**src/rtl/sra_pkg.sv**
```systemverilog
// Shared types and constants for the scan response analyzer: FSM states and MISR polynomial/seed.
package sra_pkg;

    typedef enum logic [2:0] {
        IDLE    = 3'd0,
        SHIFT   = 3'd1,
        CAPTURE = 3'd2,
        COMPARE = 3'd3,
        DONE    = 3'd4
    } sra_state_e;

    // Feedback taps on bits 7,5,4,3 of the 8-bit signature.
    localparam logic [7:0] MISR_TAPS = 8'hB8;
    localparam logic [7:0] MISR_SEED = 8'h00;

endpackage

```
**src/rtl/sra_misr.sv**
```systemverilog
// Single-input signature register: shifts left, feeding back the tap parity XOR the serial input.
module sra_misr
    import sra_pkg::*;
#(
    parameter int W = 8
) (
    input  logic         clk,
    input  logic         rst,
    input  logic         clr,
    input  logic         en,
    input  logic         din,
    output logic [W-1:0] sig
);

    always_ff @(posedge clk) begin
        if (rst || clr)
            sig <= W'(MISR_SEED);
        else if (en)
            sig <= {sig[W-2:0], (^(sig & W'(MISR_TAPS))) ^ din};
    end

endmodule

```
**src/rtl/scan_response_analyzer.sv**
```systemverilog
// Scan test sequencer: alternates chain shift/capture, compacts the response in a MISR, compares to golden.
// Optional abort input is enabled by defining SRA_ABORT_EN.
module scan_response_analyzer
    import sra_pkg::*;
#(
    parameter int CHAIN_LEN    = 8,
    parameter int NUM_PATTERNS = 16,
    parameter int SIG_W        = 8
) (
    input  logic             clk,
    input  logic             rst,
    input  logic             start,
    input  logic             scan_out,
    input  logic [SIG_W-1:0] golden_sig,
    output logic             scan_en,
    output logic             busy,
    output logic             done,
    output logic             pass,
    output logic [SIG_W-1:0] signature
`ifdef SRA_ABORT_EN
    ,
    input  logic             abort
`endif
);

    localparam int SCW = $clog2(CHAIN_LEN + 1);
    localparam int PCW = $clog2(NUM_PATTERNS + 1);

    sra_state_e     state;
    logic [SCW-1:0] shift_cnt;
    logic [PCW-1:0] pat_cnt;
    logic           kill;
    logic           misr_clr;
    logic           misr_en;

`ifdef SRA_ABORT_EN
    assign kill = abort && busy;
`else
    assign kill = 1'b0;
`endif

    // busy is low exactly in IDLE/DONE, so this is the run-launch condition.
    assign misr_clr = start && !busy;
    assign misr_en  = (state == SHIFT) && !kill;

    sra_misr #(.W(SIG_W)) u_misr (
        .clk (clk),
        .rst (rst),
        .clr (misr_clr),
        .en  (misr_en),
        .din (scan_out),
        .sig (signature)
    );

    always_ff @(posedge clk) begin
        if (rst || kill) begin
            state     <= IDLE;
            scan_en   <= 1'b0;
            busy      <= 1'b0;
            done      <= 1'b0;
            pass      <= 1'b0;
            shift_cnt <= '0;
            pat_cnt   <= '0;
        end else begin
            case (state)
                IDLE, DONE: begin
                    if (start) begin
                        state     <= SHIFT;
                        scan_en   <= 1'b1;
                        busy      <= 1'b1;
                        done      <= 1'b0;
                        pass      <= 1'b0;
                        shift_cnt <= '0;
                        pat_cnt   <= '0;
                    end
                end
                SHIFT: begin
                    if (shift_cnt == SCW'(CHAIN_LEN - 1)) begin
                        shift_cnt <= '0;
                        scan_en   <= 1'b0;
                        // The shift following the last capture is the final unload.
                        state     <= (pat_cnt == PCW'(NUM_PATTERNS)) ? COMPARE : CAPTURE;
                    end else begin
                        shift_cnt <= shift_cnt + 1'b1;
                    end
                end
                CAPTURE: begin
                    state   <= SHIFT;
                    scan_en <= 1'b1;
                    pat_cnt <= pat_cnt + 1'b1;
                end
                COMPARE: begin
                    state <= DONE;
                    busy  <= 1'b0;
                    done  <= 1'b1;
                    pass  <= (signature == golden_sig);
                end
                default: begin
                    state   <= IDLE;
                    scan_en <= 1'b0;
                    busy    <= 1'b0;
                end
            endcase
        end
    end

endmodule

```
**config.mk**
```make
export PLATFORM = sky130hd
export DESIGN_NAME = scan_response_analyzer
export DESIGN_NICKNAME = d
export VERILOG_FILES = /design/src/rtl/sra_pkg.sv /design/src/rtl/sra_misr.sv /design/src/rtl/scan_response_analyzer.sv
export SDC_FILE = /design/constraint.sdc
export NUM_CORES = 1
export LEC_CHECK = 0
export ABC_CLOCK_PERIOD_IN_PS = 2900
export CELL_PAD_IN_SITES_DETAIL_PLACEMENT = 1
export CELL_PAD_IN_SITES_GLOBAL_PLACEMENT = 1
export CORE_UTILIZATION = 40
export CTS_CLUSTER_DIAMETER = 200
export DETAILED_ROUTE_END_ITERATION = 8
export HOLD_SLACK_MARGIN = 0.15
export PLACE_DENSITY_LB_ADDON = 0.05
export SLEW_MARGIN = 20
export SYNTH_ARGS = -nofsm -noshare
export SYNTH_HDL_FRONTEND = slang
export SYNTH_SLANG_ARGS = --single-unit
```
**constraint.sdc**
```tcl
create_clock -name clk -period 2.9 [get_ports clk]
set_clock_uncertainty 0.15 [all_clocks]
set_input_delay 0.29 -clock clk [delete_from_list [all_inputs] [get_ports clk]]
set_output_delay 0.29 -clock clk [all_outputs]
set_load 0.005 [all_outputs]
```
==> results of run 1 <==
## per-layer routing
metal / GRT usage / wire length (um) / share of wire
met3: 0.0207 / 57 / 0.020
met4: 0.0732 / 42 / 0.015
met5: 0 / 0 / 0
met1: 0.267 / 1380 / 0.49
met2: 0.308 / 1330 / 0.47
## power by group
part | internal (mW) | switching (mW) | leakage (nW)
clock | 0.0487 | 0.0967 | 0.0138
combinational | 0.0558 | 0.0606 | 0.293
sequential | 0.342 | 0.0163 | 0.195
## state kept, by name, summed over array words and instances (netlist names)
register and flops:
pat_cnt 5, scan_en 1, busy 1, shift_cnt 4, done 1, state 3
u_misr.sig 8, pass 1
## critical path: stages, from the launching register on
cell and delay, ps:
sky130_fd_sc_hd__dfxtp_1 540, sky130_fd_sc_hd__or3b_4 520, sky130_fd_sc_hd__a31oi_4 230, sky130_fd_sc_hd__a41oi_1 150
sky130_fd_sc_hd__a211oi_1 270
## kinds of logic (layout without fill, tap and decap cells)
family                     Yosys count  in the layout  synth area share
xor gates and xnor gates            11             11            0.0931
DFF                                 24             24             0.406
muxes                                3              3            0.0275
adders and majority gates            3              3            0.0317
buffers and inverters               12             33            0.0476
and+or+nand+nor                     53             53             0.230
AOI/OAI and AO/OA                   32             32             0.164
## layout by cell type, fill, tap and decap left out
cell,n
sky130_fd_sc_hd__dfxtp_1,24
sky130_fd_sc_hd__clkdlybuf4s50_1,23
sky130_fd_sc_hd__nand2_1,20
sky130_fd_sc_hd__a21oi_1,17
sky130_fd_sc_hd__nor2_1,10
sky130_fd_sc_hd__o21ai_0,7
sky130_fd_sc_hd__inv_1,5
sky130_fd_sc_hd__xnor2_1,5
sky130_fd_sc_hd__nand3_1,5
sky130_fd_sc_hd__xor2_1,5
sky130_fd_sc_hd__nor3b_1,3
sky130_fd_sc_hd__nor2b_1,3
sky130_fd_sc_hd__nor3_1,3
sky130_fd_sc_hd__ha_1,3
sky130_fd_sc_hd__clkbuf_4,3
sky130_fd_sc_hd__mux2_2,2
sky130_fd_sc_hd__nand3b_1,2
sky130_fd_sc_hd__a22oi_1,2
sky130_fd_sc_hd__buf_4,2
sky130_fd_sc_hd__or3b_4,1
sky130_fd_sc_hd__o21bai_1,1
sky130_fd_sc_hd__nor4_1,1
sky130_fd_sc_hd__nand4_1,1
sky130_fd_sc_hd__or3b_2,1
sky130_fd_sc_hd__nand4b_1,1
sky130_fd_sc_hd__a31oi_4,1
sky130_fd_sc_hd__a41oi_1,1
sky130_fd_sc_hd__a211oi_1,1
sky130_fd_sc_hd__and4bb_2,1
sky130_fd_sc_hd__xnor3_1,1
sky130_fd_sc_hd__nor4b_1,1
sky130_fd_sc_hd__a31oi_1,1
sky130_fd_sc_hd__mux2i_1,1
sky130_fd_sc_hd__a21o_1,1
## cell type report
type,instances,share of cell area
Clock buffer,3,0.0155
Inverter,5,0.0129
Tap cell,31,0.0267
Sequential cell,24,0.331
Timing Repair Buffer,25,0.169
Multi-Input combinational cell,102,0.445
## final timing paths
kind                         startpoint                        end  slack (ps)  cells after the start
setup / recovery  state[0]$_SDFFE_PP0P_  shift_cnt[3]$_SDFFE_PP0P_         940                      4
hold / removal     scan_en$_SDFFE_PP0P_       scan_en$_SDFFE_PP0P_         350                      2
setup reg to reg  state[0]$_SDFFE_PP0P_  shift_cnt[3]$_SDFFE_PP0P_         940                      4
hold reg to reg    scan_en$_SDFFE_PP0P_       scan_en$_SDFFE_PP0P_         350                      2
## metrics by stage
stage,hold WS [ps],std cells
after global routing,361,190
final,352,190
after CTS,352,190
after floorplan,290,138
after detailed placement,331,187
after global placement,313,187
==> reports/summary.md, run 1 <==
Setup repair after global routing left no endpoint under its margin. The run gives 0.193 as the global router's overall resource usage. Worst slack at placement: 978 ps. Entering global routing, the biggest net connects 19 pins. The area of the multi-input gates is 646 sq um. The flow ran to the end, and the final reports show no timing, DRC or antenna violations. The tools report the area of the core as 2780 sq um.

TritonCTS built the clock tree. The logs give 0.406 for the sequential element share of the synthesized area and 0.522 for the final core area utilization. The remaining number of nets flagged by the antenna check after routing came out at 0.

The worst path needs 1960 ps of the cycle, external delays included. In this run, post-CTS repair resized a total of 0 instances. For the distinct cell type count of the synthesized netlist, the log shows 34.

In the routed layout, each cell is associated on average with a via count of 5.51. For this design the ratio of total power to cell area is 427 nW/um^2. The congestion estimate from routability-driven global placement came to 0.738. For the placed standard-cell area, the log shows 1430 sq um. The tools report the DRC violation count after routing as 0. Among all cell types in the netlist, the one instantiated most often is sky130_fd_sc_hd__dfxtp_1.

The x dimension of the die was 56.4 um; the synthesized instance count was 138. The clock drives 24 sinks. Data arrives at the worst endpoint at 2030 ps.

The worst IR drop on VDD was 0.260 mV. The final design instance area without fill is 1450 sq um, and the first-pass GRT wire length is 4.82 mm. Headroom to the max-slew limit: 0.540.

The mapped netlist covers 1180 sq um. The count of fill cells added during filler insertion was 337. In this run, synthesis inferred 0 flip-flops with an integrated enable. Number of buffers inserted during clock tree synthesis: 3.

After detailed routing, the average wire length per cell comes to 14.8 um. The worst setup path is captured at a flip-flop. The run gives 1 as the number of H-tree levels. Wires add up to 2.81 mm.

Along the worst path, the maximum fanout reaches 12. In this run the static leakage power is 0.501 nW. The number of global-route vias before repair was 1024; the number of antenna repair diodes was 0. In this run the post-CTS setup repair buffer count came out at 0. The initial standard-cell utilization of the core was 0.425. The clock reaches the later pin of the worst-skew pair after 310 ps.

The buffer type at the clock tree root is sky130_fd_sc_hd__clkbuf_4. In the final timing run, aggregate negative setup slack is 0 ps. Largest area contributor in the netlist: sky130_fd_sc_hd__dfxtp_1. Final count of pins violating max slew: 0. Commonest register cell after synthesis: sky130_fd_sc_hd__dfxtp_1.

After clock tree synthesis, the flow added hold-fix buffers numbering 0. The share of the clock period used by the worst path is 0.674, and the violation count after the first detailed-routing iteration is 22. When the netlist entered floorplanning its net count stood at 153. In the post-synthesis netlist, the biggest area contributors are sky130_fd_sc_hd__dfxtp_1, sky130_fd_sc_hd__a21oi_1, sky130_fd_sc_hd__nand2_1. The kind of critical path is flip-flop to flip-flop. The run gives 2980 ps as the data required time at the worst endpoint. In this run the tool buffered the top-level ports with 23 buffer cells. The portion of synthesized cell area occupied by the leading cell type works out to 0.406. Summing all flip-flop and latch instances after layout gives 480 sq um. The run gives 0 as the final setup violation count. The post-synthesis async set-or-reset flop share is 0, and the register bit count reported by yosys is 24. Based on the critical path, the design can be clocked at up to 511 MHz.

Worst-case clock buffer depth: 2. Once detailed placement completed, the half-perimeter wirelength came to 2.14 mm. Summing internal, switching and leakage power gives 0.620 mW. 24 I/O pins were placed. The transition time at the pin with the least slew margin works out to 689 ps. After global routing the overflow that remains totals 0. The tools report the final hold violation count as 0. Across the run, the number of max-cap violations was 0.

After synthesis, the most frequently instantiated cells are sky130_fd_sc_hd__dfxtp_1, sky130_fd_sc_hd__nand2_1, sky130_fd_sc_hd__a21oi_1, sky130_fd_sc_hd__nor2_1, sky130_fd_sc_hd__o21ai_0. The die footprint is 3180 sq um. The class of the worst hold path was flip-flop to flip-flop. The mean instance size in the synthesized netlist is 8.57 sq um, and the height of the chip is 56.4 um. The area growth from synthesis to layout is 22.8%.

The total via count after detailed routing was 1046. In this run the core area contains 19 standard-cell rows. The least setup slack across all paths after layout came out at 945 ps. The run gives 0 as the number of warnings reported in the yosys synthesis log. For this run, the detailed router's first-pass iteration total came to 4.

Initial antenna violation count: 0. The worst setup path is launched from a flip-flop. The fraction of final layout cells with drive strength greater than 1 is 0.0692, and the post-CTS clock slew at the launch and capture registers of the worst setup and hold paths is 120 ps.

After the last flow step, the layout net total stands at 176.
Power figures use the tool's default switching activity.
==> run 2: changes to the inputs <==
- ABC_CLOCK_PERIOD_IN_PS: 2900 -> 1950
- CORE_UTILIZATION: 40 -> 37
- clock period: 2.9 -> 1.95 ns (I/O delays scaled with it)
==> run 2 against run 1 <==
  * Non-clock buffer count rose by 5
  * Final area increased by 5.8%
  * Clock-buffer cell count is the same
  * Worst hold slack worse by 12 ps
  * Wire length grew 1.8%
==> reports/summary.md, run 2 (synthesis gave the netlist of run 1 again) <==
The tools report the top-level I/O count as 24 (unchanged). The tools report the initial standard-cell utilization of the core as 0.387 (was 0.425). The number of antenna repair diodes was 0 (unchanged); the worst-path maximum fanout was 11 (was 12). The DRC violation count after routing is 0 (unchanged).

The highest-delay cell along the critical path was sky130_fd_sc_hd__or3b_4 (was sky130_fd_sc_hd__dfxtp_1). For the area of the multi-input gates, the log shows 646 sq um (unchanged). The kind of critical path is flip-flop to flip-flop (unchanged).

For the routed wire length, the log shows 2.86 mm (was 2.81 mm). TritonCTS built the clock tree. The run gives 0.810 mW (was 0.446 mW) as the cell internal power dissipation. The run gives 0 (unchanged) as the final count of pins violating max slew.

The number of global-route vias before repair was 1092 (was 1024). Largest regs: u_misr.sig: 8 flops, pat_cnt: 5 flops, shift_cnt: 4 flops (unchanged). Setup repair after global routing left no endpoint under its margin.

The run gives 1.09 mW (was 0.620 mW) as the overall power after layout. The class of the worst hold path was flip-flop to flip-flop (unchanged). The buffer type at the clock tree root is sky130_fd_sc_hd__clkbuf_4 (unchanged).

The run gives 0 (unchanged) as the initial antenna violation count. The run gives 0.0462 (was 0.0207) as the met3 layer usage reported by global route. The logs give 0 (unchanged) for the remaining number of nets flagged by the antenna check after routing and 480 sq um (unchanged) for the register area.

The area of the core is 3050 sq um (was 2780 sq um), and the sum of negative setup slack is 0 ps (unchanged). The number of buffer and inverter stages on the critical path is 0 (unchanged). The final design instance area without fill came out at 1540 sq um (was 1450 sq um).

For the reported leakage power, the log shows 0.541 nW (was 0.501 nW). The HPWL reported at the end of detailed placement is 2.19 mm (was 2.14 mm), and the share of the clock period used by the worst path is 0.915 (was 0.674). The worst hold slack across all endpoints is 339 ps (was 352 ps), and the global placer's final weighted congestion is 0.721 (was 0.738). Critical path, cell by cell: or3b_4, a31oi_4, a41oi_1, a211oi_1 (unchanged). Count of fill cells added during filler insertion: 376 (was 337). The global-route met2 utilization came out at 0.307 (was 0.308). The relative contribution of sequential cells to total power is 0.482 (was 0.577), and the x dimension of the die is 58.5 um (was 56.4 um). The number of buffers inserted during clock tree synthesis was 3 (unchanged); the total iterations of the first detailed-routing run was 3 (was 4).

The minimum clock period after layout was 1780 ps (was 1960 ps); the final setup violation count was 0 (unchanged). The register bank with the most flops was u_misr.sig (unchanged). The height of the chip works out to 58.5 um (was 56.4 um). The final hold violation count is 0 (unchanged). Most used cells in the layout excluding fill and tap cells: sky130_fd_sc_hd__dfxtp_1, sky130_fd_sc_hd__clkdlybuf4s50_1, sky130_fd_sc_hd__nand2_1, sky130_fd_sc_hd__a21oi_1, sky130_fd_sc_hd__nor2_1 (unchanged).

The logs give 0 (unchanged) for the total setup buffers inserted after CTS and 0.278 mW (was 0.174 mW) for the net switching power. The tools report the startpoint kind of the worst setup timing path as a flip-flop (unchanged). The area growth from synthesis to layout works out to 29.8% (was 22.8%). The number of standard cells in the final layout excluding fillers came out at 209 (was 190). The mean number of vias per cell was 5.04 (was 5.51); the number of H-tree levels was 1 (unchanged). The count of input and output buffers works out to 23 (unchanged). The number of placed cells counting well taps is 205 (was 187), and the least setup slack across all paths after layout is 166 ps (was 945 ps). Worst slack at placement: 191 ps (was 978 ps). The logs give 2 (unchanged) for the worst-case clock buffer depth and 320 ps (was 310 ps) for the insertion delay to the later sink of the worst-skew pair. The number of max-cap violations was 0 (unchanged); the transition time at the pin with the least slew margin was 400 ps (was 689 ps). The tools report the headroom to the max-slew limit as 0.730 (was 0.540). The standard-cell row count is 20 (was 19), and the fraction of power consumed by combinational cells is 0.180 (was 0.188). The tools report the die footprint as 3430 sq um (was 3180 sq um).

The slack of the worst reg-to-reg path is 170 ps (was 940 ps). The worst IR drop on VDD was 0.434 mV (was 0.260 mV). The total overflow reported by the global router was 0 (unchanged).

The kind of cell with the highest combined delay on the critical path is compound AO/OA/AOI/OAI gates (unchanged). Routing usage on met1: 0.238 (was 0.267). The logs give 0.337 (was 0.235) for the relative contribution of the clock network to total power and 0 (unchanged) for the hold buffer count at cts. The arrival time of the worst setup path was 1880 ps (was 2030 ps). Mean routed wirelength per cell: 13.7 um (was 14.8 um).

The biggest cell delay along the critical path is 530 ps (was 540 ps). The maximum clock frequency is 560 MHz (was 511 MHz). The power per standard cell area was 709 nW/um^2 (was 427 nW/um^2). Most common library cell in the layout ignoring fill and taps: sky130_fd_sc_hd__dfxtp_1 (unchanged).

The tools report the data required time at the worst endpoint as 2040 ps (was 2980 ps). For the total via count after detailed routing, the log shows 1053 (was 1046). The run finished with clean final reports. The run gives 0.189 (was 0.193) as the global router's overall resource usage. Violation count after the first detailed-routing iteration: 25 (was 22). The flip-flop count of the largest register, all copies and words added came out at 8 (unchanged). The tools report the maximum number of pins on one net before global-route repair as 15 (was 19).

Most congested layer reported by global routing: met2 (unchanged). The category of the worst setup path capture point was a flip-flop (unchanged). The post-layout net count is 181 (was 176), and the net switching share of the total power is 0.255 (was 0.280). The placed standard-cell area was 1480 sq um (was 1430 sq um); the post-CTS clock slew at the launch and capture registers of the worst setup and hold paths was 140 ps (was 120 ps). The logs give 24 (unchanged) for the number of sinks driven by the clock tree and 0 (unchanged) for the count of cells resized by post-cts repair.

The run gives 4.89 mm (was 4.82 mm) as the first-pass GRT wire length. The final core area utilization is 0.503 (was 0.522), and the fraction of final layout cells with drive strength greater than 1 is 0.103 (was 0.0692).
## run 2: changes by cell type in the layout (fill, tap and decap cells not counted)
cell	before	now
sky130_fd_sc_hd__buf_4	2	7
sky130_fd_sc_hd__bufinv_16	0	1
## run 2: power by group through the flow
stage / logic [mW] / registers, mW / clock network, mW
final: 0.196 / 0.525 / 0.367
after global routing: 0.219 / 0.528 / 0.400
after CTS: 0.199 / 0.525 / 0.385
after detailed placement: 0.198 / 0.536 / 0
after global placement: 0.195 / 0.535 / 0
after floorplan: 0.117 / 0.530 / 0
## run 2: final cells by class
cell class / instances / area share
clock buffers: 3 / 0.0147
clock inverters: 1 / 0.0196
inverters: 5 / 0.0122
multi-input cells: 102 / 0.421
flip-flops and latches: 24 / 0.313
well taps: 44 / 0.0359
repair buffers: 30 / 0.184
## run 2: layer usage
| layer | part of all wire | routed length (um) |
|---|---|---|
| met5 | 0 | 0 |
| met4 | 0.024 | 68 |
| met3 | 0.032 | 90 |
| met2 | 0.49 | 1390 |
| met1 | 0.46 | 1310 |
## run 2: path summary, 6_finish.rpt
check / startpoint / to / cells after the start
worst max register to register: state[1]$_SDFFE_PP0P_ / shift_cnt[3]$_SDFFE_PP0P_ / 4
worst min register to register: shift_cnt[3]$_SDFFE_PP0P_ / shift_cnt[3]$_SDFFE_PP0P_ / 1
worst max-delay path: state[1]$_SDFFE_PP0P_ / shift_cnt[3]$_SDFFE_PP0P_ / 4
worst min-delay path: shift_cnt[3]$_SDFFE_PP0P_ / shift_cnt[3]$_SDFFE_PP0P_ / 1
==> run 3: changes to the inputs <==
- RECOVER_POWER: not set -> 50
==> run 3 against run 2 <==
  * Final area fell by 0.16%
  * Fmax is essentially flat
  * Clock power barely moved
  * Via count rose by 0.19%
  * Largest power group unchanged
==> reports/summary.md, run 3 (synthesis gave the netlist of run 1 again) <==
The flow ran to the end, and the final reports show no timing, DRC or antenna violations. The logs give 1880 ps (about the same) for the arrival time of the worst setup path and 2 (unchanged) for the worst-case clock buffer depth. The power per standard cell area is 707 nW/um^2 (was 709 nW/um^2). The area of the core was 3050 sq um (unchanged); the maximum clock frequency was 560 MHz (about the same). The overall power after layout came out at 1.08 mW (was 1.09 mW). The hold buffer count at cts was 0 (unchanged). The buffer type at the clock tree root was sky130_fd_sc_hd__clkbuf_4 (unchanged). The tools report the launch instance of the worst register-to-register path as state[1]$_SDFFE_PP0P_ (unchanged).

The class of the worst hold path is flip-flop to flip-flop (unchanged). The x dimension of the die came out at 58.5 um (unchanged). The sum of negative setup slack was 0 ps (unchanged); the DRC violation count after routing was 0 (unchanged).

Critical path, cell by cell: or3b_4, a31oi_4, a41oi_1, a211oi_1 (unchanged). The area growth from synthesis to layout was 29.6% (was 29.8%); the initial standard-cell utilization of the core was 0.387 (unchanged). The startpoint kind of the worst setup timing path was a flip-flop (unchanged).

The fraction of power consumed by combinational cells came out at 0.177 (was 0.180). The reported leakage power was 0.551 nW (was 0.541 nW); the mean number of vias per cell was 5.05 (was 5.04). The tools report the routed wire length as 2.85 mm (was 2.86 mm).

Mean routed wirelength per cell: 13.6 um (was 13.7 um). The count of cells resized by post-cts repair came out at 0 (unchanged). For the global placer's final weighted congestion, the log shows 0.721 (unchanged).

Setup repair after global routing left no endpoint under its margin. The register bank with the most flops was u_misr.sig (unchanged). The tools report the final count of pins violating max slew as 0 (unchanged). The fraction of final layout cells with drive strength greater than 1 works out to 0.103 (unchanged). The total via count after detailed routing came out at 1055 (was 1053). For the global router's overall resource usage, the log shows 0.189 (unchanged).

For the net switching power, the log shows 0.277 mW (was 0.278 mW). Category of the worst setup path capture point: a flip-flop (unchanged). The termination of the worst setup path was shift_cnt[3]$_SDFFE_PP0P_ (unchanged). Number of H-tree levels: 1 (unchanged). The maximum number of pins on one net before global-route repair was 15 (unchanged). The biggest cell delay along the critical path works out to 530 ps (about the same).

The number of antenna repair diodes came out at 0 (unchanged). Largest regs: u_misr.sig: 8 flops, pat_cnt: 5 flops, shift_cnt: 4 flops (unchanged). The logs give 4.89 mm (unchanged) for the first-pass GRT wire length and 0 (unchanged) for the remaining number of nets flagged by the antenna check after routing.

Post-layout net count: 181 (unchanged). The count of fill cells added during filler insertion is 376 (unchanged), and the data required time at the worst endpoint is 2040 ps (about the same). Worst-path maximum fanout: 11 (unchanged). The number of buffers inserted during clock tree synthesis was 3 (unchanged); the top-level I/O count was 24 (unchanged). The headroom to the max-slew limit came out at 0.730 (unchanged). The logs give 20 (unchanged) for the standard-cell row count and 0 (unchanged) for the total setup buffers inserted after CTS.

The highest-delay cell along the critical path was sky130_fd_sc_hd__or3b_4 (unchanged). TritonCTS built the clock tree. The count of input and output buffers was 23 (unchanged). The worst IR drop on VDD is 0.434 mV (about the same). Insertion delay to the later sink of the worst-skew pair: 320 ps (about the same). The logs give 25 (unchanged) for the violation count after the first detailed-routing iteration and 0.806 mW (was 0.810 mW) for the cell internal power dissipation.

The kind of critical path was flip-flop to flip-flop (unchanged). The total iterations of the first detailed-routing run was 3 (unchanged). The initial antenna violation count was 0 (unchanged). The most common library cell in the layout ignoring fill and taps was sky130_fd_sc_hd__dfxtp_1 (unchanged). The number of global-route vias before repair was 1092 (unchanged); the final hold violation count was 0 (unchanged). Transition time at the pin with the least slew margin: 400 ps (about the same).

The total overflow reported by the global router was 0 (unchanged). The share of the clock period used by the worst path works out to 0.915 (about the same). Slack of the worst reg-to-reg path: 170 ps (about the same).

The final core area utilization was 0.502 (was 0.503); the flip-flop count of the largest register, all copies and words added was 8 (unchanged). Number of cells on the worst reg-to-reg path: 4 (unchanged). For the HPWL reported at the end of detailed placement, the log shows 2.19 mm (unchanged). The relative contribution of the clock network to total power was 0.338 (was 0.337); the post-CTS clock slew at the launch and capture registers of the worst setup and hold paths was 140 ps (about the same). Capture instance of the worst register-to-register path: shift_cnt[3]$_SDFFE_PP0P_ (unchanged). Most used cells in the layout excluding fill and tap cells: sky130_fd_sc_hd__dfxtp_1, sky130_fd_sc_hd__nand2_1, sky130_fd_sc_hd__clkdlybuf4s50_1, sky130_fd_sc_hd__a21oi_1, sky130_fd_sc_hd__nor2_1 (was sky130_fd_sc_hd__dfxtp_1, sky130_fd_sc_hd__clkdlybuf4s50_1, sky130_fd_sc_hd__nand2_1, sky130_fd_sc_hd__a21oi_1, sky130_fd_sc_hd__nor2_1).

Number of sinks driven by the clock tree: 24 (unchanged). The relative contribution of sequential cells to total power came out at 0.484 (was 0.482). Die footprint: 3430 sq um (unchanged).

Net switching share of the total power: 0.256 (was 0.255). The height of the chip was 58.5 um (unchanged). The final setup violation count is 0 (unchanged), and the minimum clock period after layout is 1780 ps (about the same). The first element of the critical path was state[1]$_SDFFE_PP0P_ (unchanged). The number of max-cap violations came out at 0 (unchanged).
-- run 3: cell types whose count changed in the layout (fill, tap and decap cells not counted) --
cell                              before  now
sky130_fd_sc_hd__dlygate4sd3_1         0    4
sky130_fd_sc_hd__clkbuf_2              0    1
sky130_fd_sc_hd__clkdlybuf4s50_1      23   19
sky130_fd_sc_hd__buf_4                 7    6
-- run 3: per-stage QoR --
step | cell area, sq um | setup WS (ps) | instances | hold slack, ps
2_1_floorplan | 1180 | 419 | 138 | 233
3_3_place_gp | 1480 | 226 | 205 | 318
3_5_place_dp | 1480 | 191 | 205 | 321
4_1_cts | 1540 | 168 | 209 | 341
5_1_grt | 1530 | 64.9 | 209 | 367
6_report | 1530 | 166 | 209 | 339
-- run 3: how the worst min path moves through the flow --
stage / start / endpoint / slack (ps) / cells past startpoint
CTS: shift_cnt[3]$_SDFFE_PP0P_ / shift_cnt[3]$_SDFFE_PP0P_ / 340 / 1
global placement: shift_cnt[3]$_SDFFE_PP0P_ / shift_cnt[3]$_SDFFE_PP0P_ / 320 / 1
finish: shift_cnt[3]$_SDFFE_PP0P_ / shift_cnt[3]$_SDFFE_PP0P_ / 340 / 1
global route: shift_cnt[3]$_SDFFE_PP0P_ / shift_cnt[3]$_SDFFE_PP0P_ / 370 / 1
floorplan: start / state[2]$_SDFFE_PP0P_ / 230 / 3
detailed placement: shift_cnt[3]$_SDFFE_PP0P_ / shift_cnt[3]$_SDFFE_PP0P_ / 320 / 1
-- run 3: final cells by class --
| class | instances | area [sq um] | share of cell area |
|---|---|---|---|
| timing repair buffer | 30 | 280 | 0.183 |
| inverter | 5 | 18.8 | 0.0122 |
| clock inverter | 1 | 30.0 | 0.0196 |
| tap | 44 | 55.1 | 0.0359 |
| sequential | 24 | 480 | 0.313 |
| clock buffer | 3 | 22.5 | 0.0147 |
| multi-input combinational | 102 | 646 | 0.421 |
-- run 3: power by group through the flow --
stage,clock network [mW],registers [mW],logic (mW)
after floorplan,0,0.530,0.117
after global placement,0,0.535,0.195
after detailed placement,0,0.536,0.198
after CTS,0.385,0.525,0.199
after global routing,0.400,0.528,0.214
final,0.366,0.524,0.192
-- run 3: worst max-delay path: cells and delay by family (launching register included) --
kind               cells  cell delay [ps]
DFF                    1              440
and+or+nand+nor        1              530
AOI/OAI and AO/OA      3              580
-- run 3: layer usage --
layer  wire length [um]  global-route usage  vias up  share of wire
met2               1400               0.307       18           0.49
met1               1290               0.238      498           0.45
met3                 90              0.0462        8          0.032
li1                   -                   -      531              -
met5                  0                   0        -              0
met4                 68              0.0816        0          0.024
